<file path="config.mk">
export PLATFORM = sky130hd
export DESIGN_NAME = hazard_ctrl_flat
export DESIGN_NICKNAME = d
export VERILOG_FILES = /design/src/rtl/hazard_ctrl_if.sv /design/src/rtl/hazard_ctrl.sv /design/src/flat_wrapper.sv
export SDC_FILE = /design/constraint.sdc
export NUM_CORES = 1
export LEC_CHECK = 0
export CORE_ASPECT_RATIO = 1.4
export CORE_UTILIZATION = 46
export DETAILED_ROUTE_END_ITERATION = 16
export PLACE_DENSITY_LB_ADDON = 0.3
export REMOVE_ABC_BUFFERS = 1
export SLEW_MARGIN = 0
export SYNTH_ARGS = -nofsm -noshare
export SYNTH_HDL_FRONTEND = slang
export SYNTH_SLANG_ARGS = --single-unit
</file>
<file path="constraint.sdc">
create_clock -name clk_i -period 3 [get_ports clk_i]
set_input_delay 0.6 -clock clk_i [delete_from_list [all_inputs] [get_ports clk_i]]
set_output_delay 0.6 -clock clk_i [all_outputs]
set_load 0.02 [all_outputs]
</file>
<file path="src/rtl/hazard_ctrl_if.sv">
// Pipeline-side bundle for the hazard controller: ID/EX hazard inputs and front-end controls.
// The pipeline drives through master; the controller uses slave.
interface hazard_ctrl_if;
   logic [4:0]  ID_Rs_i;
   logic [4:0]  ID_Rt_i;
   logic        ID_UsesRt_i;
   logic        ID_HiLo_i;
   logic        IDEX_MemRead_i;
   logic [4:0]  IDEX_Rt_i;
   logic        EX_BranchTaken_i;
   logic        EX_MulDiv_i;
   logic        EX_IsDiv_i;
   logic        PC_write_o;
   logic        IFID_write_o;
   logic        IFID_flush_o;
   logic        IDEX_bubble_o;
   logic        HiLo_we_o;
   logic        MulDiv_busy_o;
   logic [15:0] Stall_cnt_o;

   modport master (
      output ID_Rs_i, ID_Rt_i, ID_UsesRt_i, ID_HiLo_i, IDEX_MemRead_i, IDEX_Rt_i,
             EX_BranchTaken_i, EX_MulDiv_i, EX_IsDiv_i,
      input  PC_write_o, IFID_write_o, IFID_flush_o, IDEX_bubble_o, HiLo_we_o,
             MulDiv_busy_o, Stall_cnt_o
   );

   modport slave (
      input  ID_Rs_i, ID_Rt_i, ID_UsesRt_i, ID_HiLo_i, IDEX_MemRead_i, IDEX_Rt_i,
             EX_BranchTaken_i, EX_MulDiv_i, EX_IsDiv_i,
      output PC_write_o, IFID_write_o, IFID_flush_o, IDEX_bubble_o, HiLo_we_o,
             MulDiv_busy_o, Stall_cnt_o
   );
endinterface

</file>
<file path="src/rtl/hazard_ctrl.sv">
// Hazard controller for the 5-stage CPU: load-use and HI/LO stalls, taken-branch flush,
// and tracking of the background multiply/divide unit.
module hazard_ctrl #(
   parameter int unsigned MUL_CYCLES = 4,
   parameter int unsigned DIV_CYCLES = 32
) (
   input  logic          clk_i,
   input  logic          rst_i,
   hazard_ctrl_if.slave  hzBus
);

   typedef enum logic {IDLE, BUSY} state_t;

   state_t      stateQ, stateD, stateEff;
   logic [5:0]  cntQ, cntD;
   logic [15:0] stallCntQ;
   logic        loadUse, hiloStall, stall, mdBusy, hiLoWe;

   // Reset forces the outputs to look IDLE in the reset cycle itself, even mid-BUSY.
   assign stateEff = rst_i ? IDLE : stateQ;

   // NOTE: every always_comb output gets a default first, so no path can infer a latch.
   always_comb begin
      stateD = stateQ;
      cntD   = cntQ;
      mdBusy = 1'b0;
      hiLoWe = 1'b0;
      unique case (stateEff)
         IDLE: begin
            if (hzBus.EX_MulDiv_i) begin
               stateD = BUSY;
               cntD   = hzBus.EX_IsDiv_i ? 6'(DIV_CYCLES - 1) : 6'(MUL_CYCLES - 1);
               mdBusy = 1'b1;
            end
         end
         BUSY: begin
            if (cntQ == 6'd0) begin
               hiLoWe = 1'b1;
               stateD = IDLE;
            end else begin
               mdBusy = 1'b1;
               cntD   = cntQ - 6'd1;
            end
         end
         default: stateD = IDLE;
      endcase
   end

   assign loadUse = hzBus.IDEX_MemRead_i && (hzBus.IDEX_Rt_i != 5'd0) &&
                    ((hzBus.IDEX_Rt_i == hzBus.ID_Rs_i) ||
                     (hzBus.ID_UsesRt_i && (hzBus.IDEX_Rt_i == hzBus.ID_Rt_i)));
   assign hiloStall = hzBus.ID_HiLo_i && mdBusy;
   assign stall     = loadUse || hiloStall;

   // A taken branch wins over a stall: the stalled ID instruction is wrong-path.
   always_comb begin
      hzBus.PC_write_o    = 1'b1;
      hzBus.IFID_write_o  = 1'b1;
      hzBus.IFID_flush_o  = 1'b0;
      hzBus.IDEX_bubble_o = 1'b0;
      if (hzBus.EX_BranchTaken_i) begin
         hzBus.IFID_flush_o  = 1'b1;
         hzBus.IDEX_bubble_o = 1'b1;
      end else if (stall) begin
         hzBus.PC_write_o    = 1'b0;
         hzBus.IFID_write_o  = 1'b0;
         hzBus.IDEX_bubble_o = 1'b1;
      end
   end

   assign hzBus.HiLo_we_o     = hiLoWe;
   assign hzBus.MulDiv_busy_o = mdBusy;
   assign hzBus.Stall_cnt_o   = stallCntQ;

   // NOTE: sequential state uses non-blocking assignments so all registers update together.
   always_ff @(posedge clk_i) begin
      if (rst_i) begin
         stateQ    <= IDLE;
         cntQ      <= 6'd0;
         stallCntQ <= 16'd0;
      end else begin
         stateQ <= stateD;
         cntQ   <= cntD;
         if (stall && !hzBus.EX_BranchTaken_i && (stallCntQ != 16'hFFFF))
            stallCntQ <= stallCntQ + 16'd1;
      end
   end

endmodule
</file>
<file path="src/flat_wrapper.sv">
// flat-port wrapper written by rule: the top's interface ports become plain ports
module hazard_ctrl_flat 
#(
   parameter int unsigned MUL_CYCLES = 4,
   parameter int unsigned DIV_CYCLES = 32
)
  (clk_i, rst_i, hzBus_ID_Rs_i, hzBus_ID_Rt_i, hzBus_ID_UsesRt_i, hzBus_ID_HiLo_i, hzBus_IDEX_MemRead_i, hzBus_IDEX_Rt_i, hzBus_EX_BranchTaken_i, hzBus_EX_MulDiv_i, hzBus_EX_IsDiv_i, hzBus_PC_write_o, hzBus_IFID_write_o, hzBus_IFID_flush_o, hzBus_IDEX_bubble_o, hzBus_HiLo_we_o, hzBus_MulDiv_busy_o, hzBus_Stall_cnt_o);
  hazard_ctrl_if hzBus_i ();
  input  logic clk_i;
  input  logic rst_i;
  input wire logic [$bits(hzBus_i.ID_Rs_i)-1:0] hzBus_ID_Rs_i;
  input wire logic [$bits(hzBus_i.ID_Rt_i)-1:0] hzBus_ID_Rt_i;
  input wire logic [$bits(hzBus_i.ID_UsesRt_i)-1:0] hzBus_ID_UsesRt_i;
  input wire logic [$bits(hzBus_i.ID_HiLo_i)-1:0] hzBus_ID_HiLo_i;
  input wire logic [$bits(hzBus_i.IDEX_MemRead_i)-1:0] hzBus_IDEX_MemRead_i;
  input wire logic [$bits(hzBus_i.IDEX_Rt_i)-1:0] hzBus_IDEX_Rt_i;
  input wire logic [$bits(hzBus_i.EX_BranchTaken_i)-1:0] hzBus_EX_BranchTaken_i;
  input wire logic [$bits(hzBus_i.EX_MulDiv_i)-1:0] hzBus_EX_MulDiv_i;
  input wire logic [$bits(hzBus_i.EX_IsDiv_i)-1:0] hzBus_EX_IsDiv_i;
  output wire logic [$bits(hzBus_i.PC_write_o)-1:0] hzBus_PC_write_o;
  output wire logic [$bits(hzBus_i.IFID_write_o)-1:0] hzBus_IFID_write_o;
  output wire logic [$bits(hzBus_i.IFID_flush_o)-1:0] hzBus_IFID_flush_o;
  output wire logic [$bits(hzBus_i.IDEX_bubble_o)-1:0] hzBus_IDEX_bubble_o;
  output wire logic [$bits(hzBus_i.HiLo_we_o)-1:0] hzBus_HiLo_we_o;
  output wire logic [$bits(hzBus_i.MulDiv_busy_o)-1:0] hzBus_MulDiv_busy_o;
  output wire logic [$bits(hzBus_i.Stall_cnt_o)-1:0] hzBus_Stall_cnt_o;
  assign hzBus_i.ID_Rs_i = hzBus_ID_Rs_i;
  assign hzBus_i.ID_Rt_i = hzBus_ID_Rt_i;
  assign hzBus_i.ID_UsesRt_i = hzBus_ID_UsesRt_i;
  assign hzBus_i.ID_HiLo_i = hzBus_ID_HiLo_i;
  assign hzBus_i.IDEX_MemRead_i = hzBus_IDEX_MemRead_i;
  assign hzBus_i.IDEX_Rt_i = hzBus_IDEX_Rt_i;
  assign hzBus_i.EX_BranchTaken_i = hzBus_EX_BranchTaken_i;
  assign hzBus_i.EX_MulDiv_i = hzBus_EX_MulDiv_i;
  assign hzBus_i.EX_IsDiv_i = hzBus_EX_IsDiv_i;
  assign hzBus_PC_write_o = hzBus_i.PC_write_o;
  assign hzBus_IFID_write_o = hzBus_i.IFID_write_o;
  assign hzBus_IFID_flush_o = hzBus_i.IFID_flush_o;
  assign hzBus_IDEX_bubble_o = hzBus_i.IDEX_bubble_o;
  assign hzBus_HiLo_we_o = hzBus_i.HiLo_we_o;
  assign hzBus_MulDiv_busy_o = hzBus_i.MulDiv_busy_o;
  assign hzBus_Stall_cnt_o = hzBus_i.Stall_cnt_o;
  hazard_ctrl #(.MUL_CYCLES(MUL_CYCLES), .DIV_CYCLES(DIV_CYCLES)) u_core (.clk_i(clk_i), .rst_i(rst_i), .hzBus(hzBus_i));
endmodule
</file>
==> Word level (Yosys, flattened, before mapping) <==
Index checks and enable logic that the tools add are counted.
{ "classes": {"n_addsub": 2, "eq_ne": 6, "mux": 18, "n_bitwise": 1, "reduce_logical": 13} }
{ "op_table": {"columns": ["op", "count"], "rows": [
  ["$add 16x1->16 const B", 1],
  ["$ne 16x16->1 const B", 1],
  ["$mux 1", 12],
  ["$mux 6", 2],
  ["$pmux 6 s2", 1],
  ["$eq 5x5->1", 2],
  ["$logic_and 1x1->1", 6],
  ["$logic_not 6->1", 1],
  ["$ne 2x2->1 const B", 3],
  ["$sub 6x1->6 const B", 1],
  ["$mux 5", 1],
  ["$reduce_bool 5->1", 1],
  ["$pmux 1 s2", 2],
  ["$reduce_and 2->1", 2],
  ["$logic_or 1x1->1", 2],
  ["$logic_not 1->1", 1],
  ["$not 1->1", 1]
]} }
{ "word_totals": {"ff_bits": 23, "inputBits": 23, "output_inout_bits": 22, "wordCells": 43} }

==> Logic depth before layout (Yosys ltp) <==
Gate-level depths: netlist (run 1).
{ "depth": {"depth_word": 7, "ltp_mapped": 10, "depth_no_buf": 9} }

==> Worst setup path after synthesis (run 1) <==
No wires, ideal clock.
{ "synth_path": {"path_kind": "in2out", "from": "in rst_i", "to": "out hzBus_PC_write_o", "arrival_time_ns": 2.090, "required_ns": 2.400, "path_slack_ns": 0.310, "stages": 7, "n_path_buf": 3, "cell_sequence": "buf_6 -> or4b_4 -> o221ai_1 -> nor2_1 -> a21oi_2 -> buf_4 -> buf_4"} }
{ "synth_between": {"elab_chain_cells": 7} }
{ "synth_lines": {"columns": ["item", "line_no", "rtl"], "rows": [
  ["start: declaration", "flat_wrapper.sv:10", "input logic rst_i;"],
  ["$mux 1 (*)", "hazard_ctrl.sv:20", "assign stateEff = rst_i ? IDLE : stateQ;"],
  ["$not 1->1", "hazard_ctrl.sv:28", "unique case (stateEff)"],
  ["$pmux 1 s2 (*)", "hazard_ctrl.sv:28", null],
  ["$logic_and 1x1->1 (*)", "hazard_ctrl.sv:52", "assign hiloStall = hzBus.ID_HiLo_i && mdBusy;"],
  ["$logic_or 1x1->1 (*)", "hazard_ctrl.sv:53", "assign stall = loadUse || hiloStall;"],
  ["$mux 1 (*) (2 in series)", null, null],
  ["end: declaration", "flat_wrapper.sv:20", "output wire logic [$bits(hzBus_i.PC_write_o)-1:0] hzBus_PC_write_o;"]
]} }
Mark *: on every way between the ends. The rest lies on a longest branch, timed or not.

==> Worst setup path in the final report (run 1) <==
{ "layout_path": {"from": "in rst_i", "to": "out hzBus_IDEX_bubble_o"} }
{ "layout_between": {"elab_chain_cells": 7} }
{ "layout_lines": {"columns": ["item", "line_no", "rtl"], "rows": [
  ["$mux 1 (*)", "hazard_ctrl.sv:20", null],
  ["$not 1->1", "hazard_ctrl.sv:28", null],
  ["$pmux 1 s2 (*)", "hazard_ctrl.sv:28", null],
  ["$logic_and 1x1->1 (*)", "hazard_ctrl.sv:52", null],
  ["$logic_or 1x1->1 (*)", "hazard_ctrl.sv:53", null],
  ["$mux 1 (*)", "hazard_ctrl.sv:64", "end else if (stall) begin"],
  ["$mux 1 (*)", "hazard_ctrl.sv:61", "if (hzBus.EX_BranchTaken_i) begin"],
  ["end: declaration", "flat_wrapper.sv:23", "output wire logic [$bits(hzBus_i.IDEX_bubble_o)-1:0] hzBus_IDEX_bubble_o;"]
]} }
Marks and branches as above.

==> results of run 1 <==
==> state kept, by name, indices dropped and copies added (netlist names) <==
register,cells
u_core.cntQ,6
u_core.hzBus.Stall_cnt_o,16
u_core.stateQ,1
==> layout make-up <==
cell class              count  area, sq um
clock buffers               3        41.29
multi-input cells         130        879.6
inverters                   7        26.28
well taps                  37        46.29
fillers                   226        889.6
flip-flops and latches     23        460.4
clock inverters             1        5.005
repair buffers             62        558.0
==> worst register-to-register path, cell delays in order (launching register included) <==
cell and delay, ns:
dfxtp_1 0.39, inv_1 0.08, ha_1 0.19, or3b_2 0.25, o221ai_2 0.13, buf_4 0.16, a221oi_2 0.29, o21ai_2 0.14
buf_4 0.19, or3_1 0.34, a21oi_1 0.14
==> power by group through the flow <==
stage | clock (uW) | combinational, uW | sequential, uW
floorplan | 0 | 76.9 | 332
global placement | 0 | 160 | 332
finish | 187 | 166 | 326
CTS | 189 | 166 | 325
global route | 205 | 180 | 327
detailed placement | 0 | 168 | 332
==> synthesized netlist by cell type, types with 2 or more instances <==
library cell / number
buf_4: 4
ha_1: 3
or4_1: 7
mux2i_1: 2
nand3_1: 9
o21ai_1: 8
nand2_1: 10
inv_1: 6
o31ai_1: 5
a311oi_1: 2
o21ai_0: 3
nor3_1: 2
a21oi_1: 13
nor2_1: 10
nor2b_1: 5
buf_6: 2
clkbuf_1: 2
or3_1: 8
and4_1: 2
a222oi_1: 2
and3_1: 2
dfxtp_1: 23
nand4_1: 2
xnor2_1: 12
and2_1: 4
==> layer usage <==
layer / vias to the layer above / part of all wire, % / GRT usage (%)
met5: - / 0 / 0
met2: 56 / 54 / 42.01
met1: 702 / 40 / 19.05
met4: 0 / 1.9 / 11.76
met3: 9 / 4.3 / 2.477
li1: 741 / - / -
==> repair_timing <==
item                                    in CTS  in global routing
hold endpoints to repair                     0                  0
endpoints found under the setup margin       5                  2
cloned                                       0                  0
resized for setup                           12                  4
pin swaps                                    0                  1
==> worst max path at each step <==
stage	startpoint	to	cells past startpoint
2_1_floorplan	hzBus_IDEX_Rt_i[0]	hzBus_IFID_write_o	4
3_3_place_gp	rst_i	hzBus_IFID_write_o	6
3_5_place_dp	rst_i	hzBus_IFID_write_o	6
4_1_cts	rst_i	hzBus_IFID_write_o	6
5_1_grt	rst_i	hzBus_IDEX_bubble_o	7
6_report	rst_i	hzBus_IDEX_bubble_o	7
==> kinds of logic after synthesis <==
group,count (synthesis)
AND/OR/NAND/NOR,66
AO/OA/AOI/OAI,45
flip-flops,23
buffers and inverters,15
XOR/XNOR,13
multiplexers,3
adder cells (fa/ha/maj),3
==> through the flow <==
| stage | utilization [%] | instances | total power [uW] | hold slack, ns |
|---|---|---|---|---|
| final | 69.39 | 263 | 678.4 | 0.5060 |
| after global routing | 69.39 | 263 | 711.9 | 0.5372 |
| after CTS | 69.48 | 263 | 679.8 | 0.4996 |
| after detailed placement | 68.06 | 259 | 499.9 | 0.4881 |
| after global placement | 68.06 | 259 | 492.2 | 0.4721 |
| after floorplan | - | 160 | 409.4 | 0.4773 |
==> summary.md, run 1 <==
| Metric | Value |
|---|---|
| Most common cell after layout, fill and taps aside | clkdlybuf4s50_1 |
| Internal power | around 500 uW |
| GR Overflow Total | 0 |
| Number of global-route vias before repair | 1413 |
| First-pass GRT wire length | approximately 5.4 mm |
| Pre-antenna DRT Iters | 4 |
| Synth unique cells | 45 |
| Die Ht | slightly below 70 microns |
| WP data arrival | about 2.3 ns |
| Worst skew pair latency | 0.26 ns |
| Top FF cell, synth | dfxtp_1 |
| CP max FO | 3 |
| CP top delay family | simple AND/OR/NAND/NOR gates |
| CTS tree | done |
| HP Start | u_core.hzBus.Stall_cnt_o[14] |
| CP cell instances | clkdlybuf4s50_1 > or4b_4 > o22ai_4 > inv_2 > and2_4 > a211o_1 > buf_2 |
| Worst Tran Pin Value | approximately 0.37 ns |
| Instance count of the mapped netlist | 168 |
| Number of port buffers | 44 |
| Synth Register Bits | 23 |
| Period minus WS final | 2.925 ns |
| Via count | 1508 |
| Die area | roughly 3300 sq um |
| Reg clk slew, reported paths | 0.08 ns |
| Synth Area in Adders | 2.650% |
| Largest family of logic cells by synthesized area | simple AND/OR/NAND/NOR gates |
| Crit Path Category | in -> out |
| Fin crit share | 97.49% |
| Reg2reg start | u_core.cntQ[0] |
| Post-Syn Area | around 1400 sq um |
| Placer congestion estimate | 0.8575 |
| Synth area leaders | dfxtp_1, xnor2_1, a21oi_1 |
| Post-layout net count | 253 |
| Leak | 0.0007306 uW |
| EDFF count, synth | 0 |
| Post-synthesis simple-gate area fraction | 26.59% |
| DRC Markers | 0 |
| Synth async-reset ratio | 0% |
| Pin count of the biggest net entering global routing | 25 |
| Warnings from Yosys | 0 |
| Hold WC Path Type | reg -> reg |
| Mux contribution to synthesized area | 2.208% |
| Setup WS post-layout | about 0.075 ns |
| Clock share of power | around 28% |
| CP Data Required Time | 2.40 ns |
| Synthesized area per cell | 8.431 sq um |
| Final Skew | roughly 0.0052 ns |
| Vias per cell | around 5.7 |
| WHS Endpoint | u_core.hzBus.Stall_cnt_o[14] |
| Initial Util | 48.73% |
| Slew Limit Fails | 0 |
| Synth Area in XOR/XNOR | under 10% |
| Crit start category | primary input |
| Reg2Reg Capture Point | u_core.hzBus.Stall_cnt_o[3] |
| Compound-Gate Fraction of Synth Area | 21.91% |
| Area after DPL | 1978 sq um |
| Area share of the largest cell type after synthesis | 32.51% |
| Routed WL | 3.380 mm |
| Reg-to-reg setup timing slack | 0.65 ns |
| DR WL/cell | 12.85 microns |
| PwrDens | 336.4 nW/um^2 |
| H-tree levels | 1 |
| Register area share after synthesis | 32.51% |
| Die X-Extent | approximately 49 microns |
| DR iter-0 viols | 33 |
| Slowest cell on crit path | or4b_4 |
| Peak supply drop | 0.0002489 V |
| DP Wirelength | 2.666 mm |
| RSZ-0062 raised after global routing | no |
| Reg2reg path depth | 10 |
| Max stage delay on crit path | 0.53 ns |
| # clock sinks | 23 |
| DP Worst Slack | -0.3349 ns |
| Cts hold-fix bufs | 0 |
| Seq pwr share | 48.0% |
| Num CTS Buffers | 3 |
| Site row count | 23 |
| Placeable Area | slightly below 3000 sq um |
| Area delta synth->final | 42.40% |
| Max Clk Rate | roughly 0.34 GHz |
| Setup TNS Final | 0 ns |
| Psw | ~180 uW |
| Worst Setup End Kind | output port |
| Buf+Inv Stages, Crit Path | 3 |
| Share of layout cells above drive strength 1 | approximately 16% |
| # diodes | 0 |
| Final Hold Viols | 0 |
| Status | complete, no violations |
| Max-cap violations | 0 |
| Final Cell Area | 2017 sq um |
| Remaining antenna violation count | 0 |
| Slew HR | around 75% |
| IO Count | 45 |
| Clk root buf | clkbuf_8 |
| Commonest non-fill, non-tap cells in the layout | clkdlybuf4s50_1, dfxtp_1, buf_4 |
| Longest Clk Path Bufs | 2 |
| Switching Share | 26.78% |
| Total Routing Usage GR | roughly a fifth |
| Hold depth | 2 |
| Initial antenna violation count | 0 |
| Setup-failing EPs final | 0 |
| Power share of the combinational group | between 20% and 30% |
| Largest area contributor in the netlist | dfxtp_1 |
| Setup repair bufs after CTS | 0 |
Power figures use the tool's default switching activity.
==> inputs of run 2 (changes only) <==
Settings changed: CORE_UTILIZATION 46 to 41.
Clock period 3 ns to 2.65 ns, I/O delays scaled along.
==> summary.md, run 2 (same netlist as run 1, synthesis figures left out) <==
| Metric | Value |
|---|---|
| Status | complete, no violations |
| Final Hold Viols | 0 |
| Via count | 1518 |
| Initial Util | 44.08% |
| Fin crit share | between 90 and 100% |
| Worst Tran Pin Value | between 0.3 and 0.4 ns |
| Site row count | 24 |
| Seq pwr share | 45.5% |
| Remaining antenna violation count | 0 |
| Leak | 0.0007826 uW |
| Die area | 3697 sq um |
| Pin count of the biggest net entering global routing | 25 |
| Worst Setup End Kind | output port |
| Internal power | 577.7 uW |
| Total Routing Usage GR | about a quarter |
| Number of flip-flops in the largest register | 16 |
| Reg2reg start | u_core.cntQ[0] |
| Pre-antenna DRT Iters | 4 |
| DR WL/cell | 14.77 microns |
| Reg clk slew, reported paths | 0.08 ns |
| Hold depth | 2 |
| Clk root buf | clkbuf_8 |
| Vias per cell | 5.560 |
| Peak supply drop | roughly 0.00040 V |
| Reg-to-reg setup timing slack | 0.36 ns |
| PwrDens | 383.6 nW/um^2 |
| H-tree levels | 1 |
| Area delta synth->final | 48.41% |
| Longest Clk Path Bufs | 2 |
| Fillers | 285 |
| Critical Path Source | rst_i |
| Number of port buffers | 44 |
| DP Worst Slack | -0.5546 ns |
| Hold slack | 0.4906 ns |
| Psw | between 200 and 250 uW |
| Number of global-route vias before repair | 1561 |
| CTS tree | done |
| Crit Path Category | in -> out |
| Num CTS Buffers | 3 |
| Clock share of power | approximately 28% |
| DRC Markers | 0 |
| Multi-input gate area | 899.6 sq um |
| Routed WL | 4.032 mm |
| Commonest non-fill, non-tap cells in the layout | clkdlybuf4s50_1, buf_4, dfxtp_1 |
| Post-layout net count | between 200 and 300 |
| # clock sinks | 23 |
| First-pass GRT wire length | 6.969 mm |
| Setup-failing EPs final | 0 |
| Die Ht | 71.55 microns |
| GR Overflow Total | 0 |
| Period minus WS final | 2.599 ns |
| Switching Share | roughly 28% |
| Final Skew | 0.002407 ns |
| Slew HR | about 73% |
| Crit start category | primary input |
| Hold WC Path Type | reg -> reg |
| Register area | 460.4 sq um |
| Max-cap violations | 0 |
| Placeable Area | 3213 sq um |
| Final Cell Area | 2102 sq um |
| Share of layout cells above drive strength 1 | 20.09% |
| DP Wirelength | roughly 3.2 mm |
| Area after DPL | 2033 sq um |
| CP Data Required Time | 2.12 ns |
| Reg2reg path depth | 9 |
| # diodes | 0 |
| Setup WS post-layout | 0.05059 ns |
| WP data arrival | 2.07 ns |
| Initial antenna violation count | 0 |
| CP max FO | 3 |
| IO Count | 45 |
| Placer congestion estimate | 0.8387 |
| Slew Limit Fails | 0 |
| Worst skew pair latency | 0.27 ns |
| Most common cell after layout, fill and taps aside | clkdlybuf4s50_1 |
| HP Start | u_core.hzBus.Stall_cnt_o[14] |
| Max Clk Rate | 0.3847 GHz |
| Die X-Extent | 51.68 microns |
| DR iter-0 viols | 27 |
| Power share of the combinational group | about a quarter |
## run 2: worst paths after layout
| path | end |
|---|---|
| setup / recovery | hzBus_IDEX_bubble_o |
| hold / removal | u_core.hzBus.Stall_cnt_o[14] |
| setup reg to reg | u_core.hzBus.Stall_cnt_o[7] |
| hold reg to reg | u_core.hzBus.Stall_cnt_o[14] |
## run 2: metrics by stage
step,utilization [%],instances,total power (uW),setup TNS (ns)
6_report,65.42,273,806.3,0
5_1_grt,65.42,273,853.8,-0.007022
4_1_cts,65.15,273,806.8,0
3_5_place_dp,63.28,268,583.6,-4.132
3_3_place_gp,63.28,268,572.9,-3.313
2_1_floorplan,-,160,463.5,0
## run 2: repair_timing
| action | 4_1_cts | 5_1_grt |
|---|---|---|
| endpoints found under the setup margin | 5 | 7 |
| pin swaps | 5 | 2 |
| hold buffers | 0 | 0 |
| gates resized for setup | 25 | 2 |
| setup buffers | 1 | 0 |
| hold endpoints to repair | 0 | 0 |
## run 2: layout make-up
type / count / share of cell area [%]
Timing Repair Buffer: 70 / 29.52
Clock buffer: 3 / 1.964
Multi-Input combinational cell: 130 / 42.80
Inverter: 7 / 1.250
Clock inverter: 1 / 0.2381
Tap cell: 39 / 2.321
Sequential cell: 23 / 21.90
## run 2: power by group through the flow
stage	logic [uW]	clock network, uW	registers [uW]
global route	234	252	369
CTS	211	230	366
finish	214	226	367
global placement	200	0	373
floorplan	87.1	0	376
detailed placement	210	0	374
## run 2: metal layers
metal	track usage (%)	part of all wire [%]
met4	9.910	2.5
met2	45.74	56
met5	0	0
met1	26.40	39
met3	4.246	3.0
## run 2: worst max-delay path, cell delays in order
cell and delay [ns]:
clkdlybuf4s15_1 0.21, or4b_4 0.59, o22ai_4 0.14, inv_2 0.05, and2_4 0.15, a211o_1 0.26, buf_6 0.14
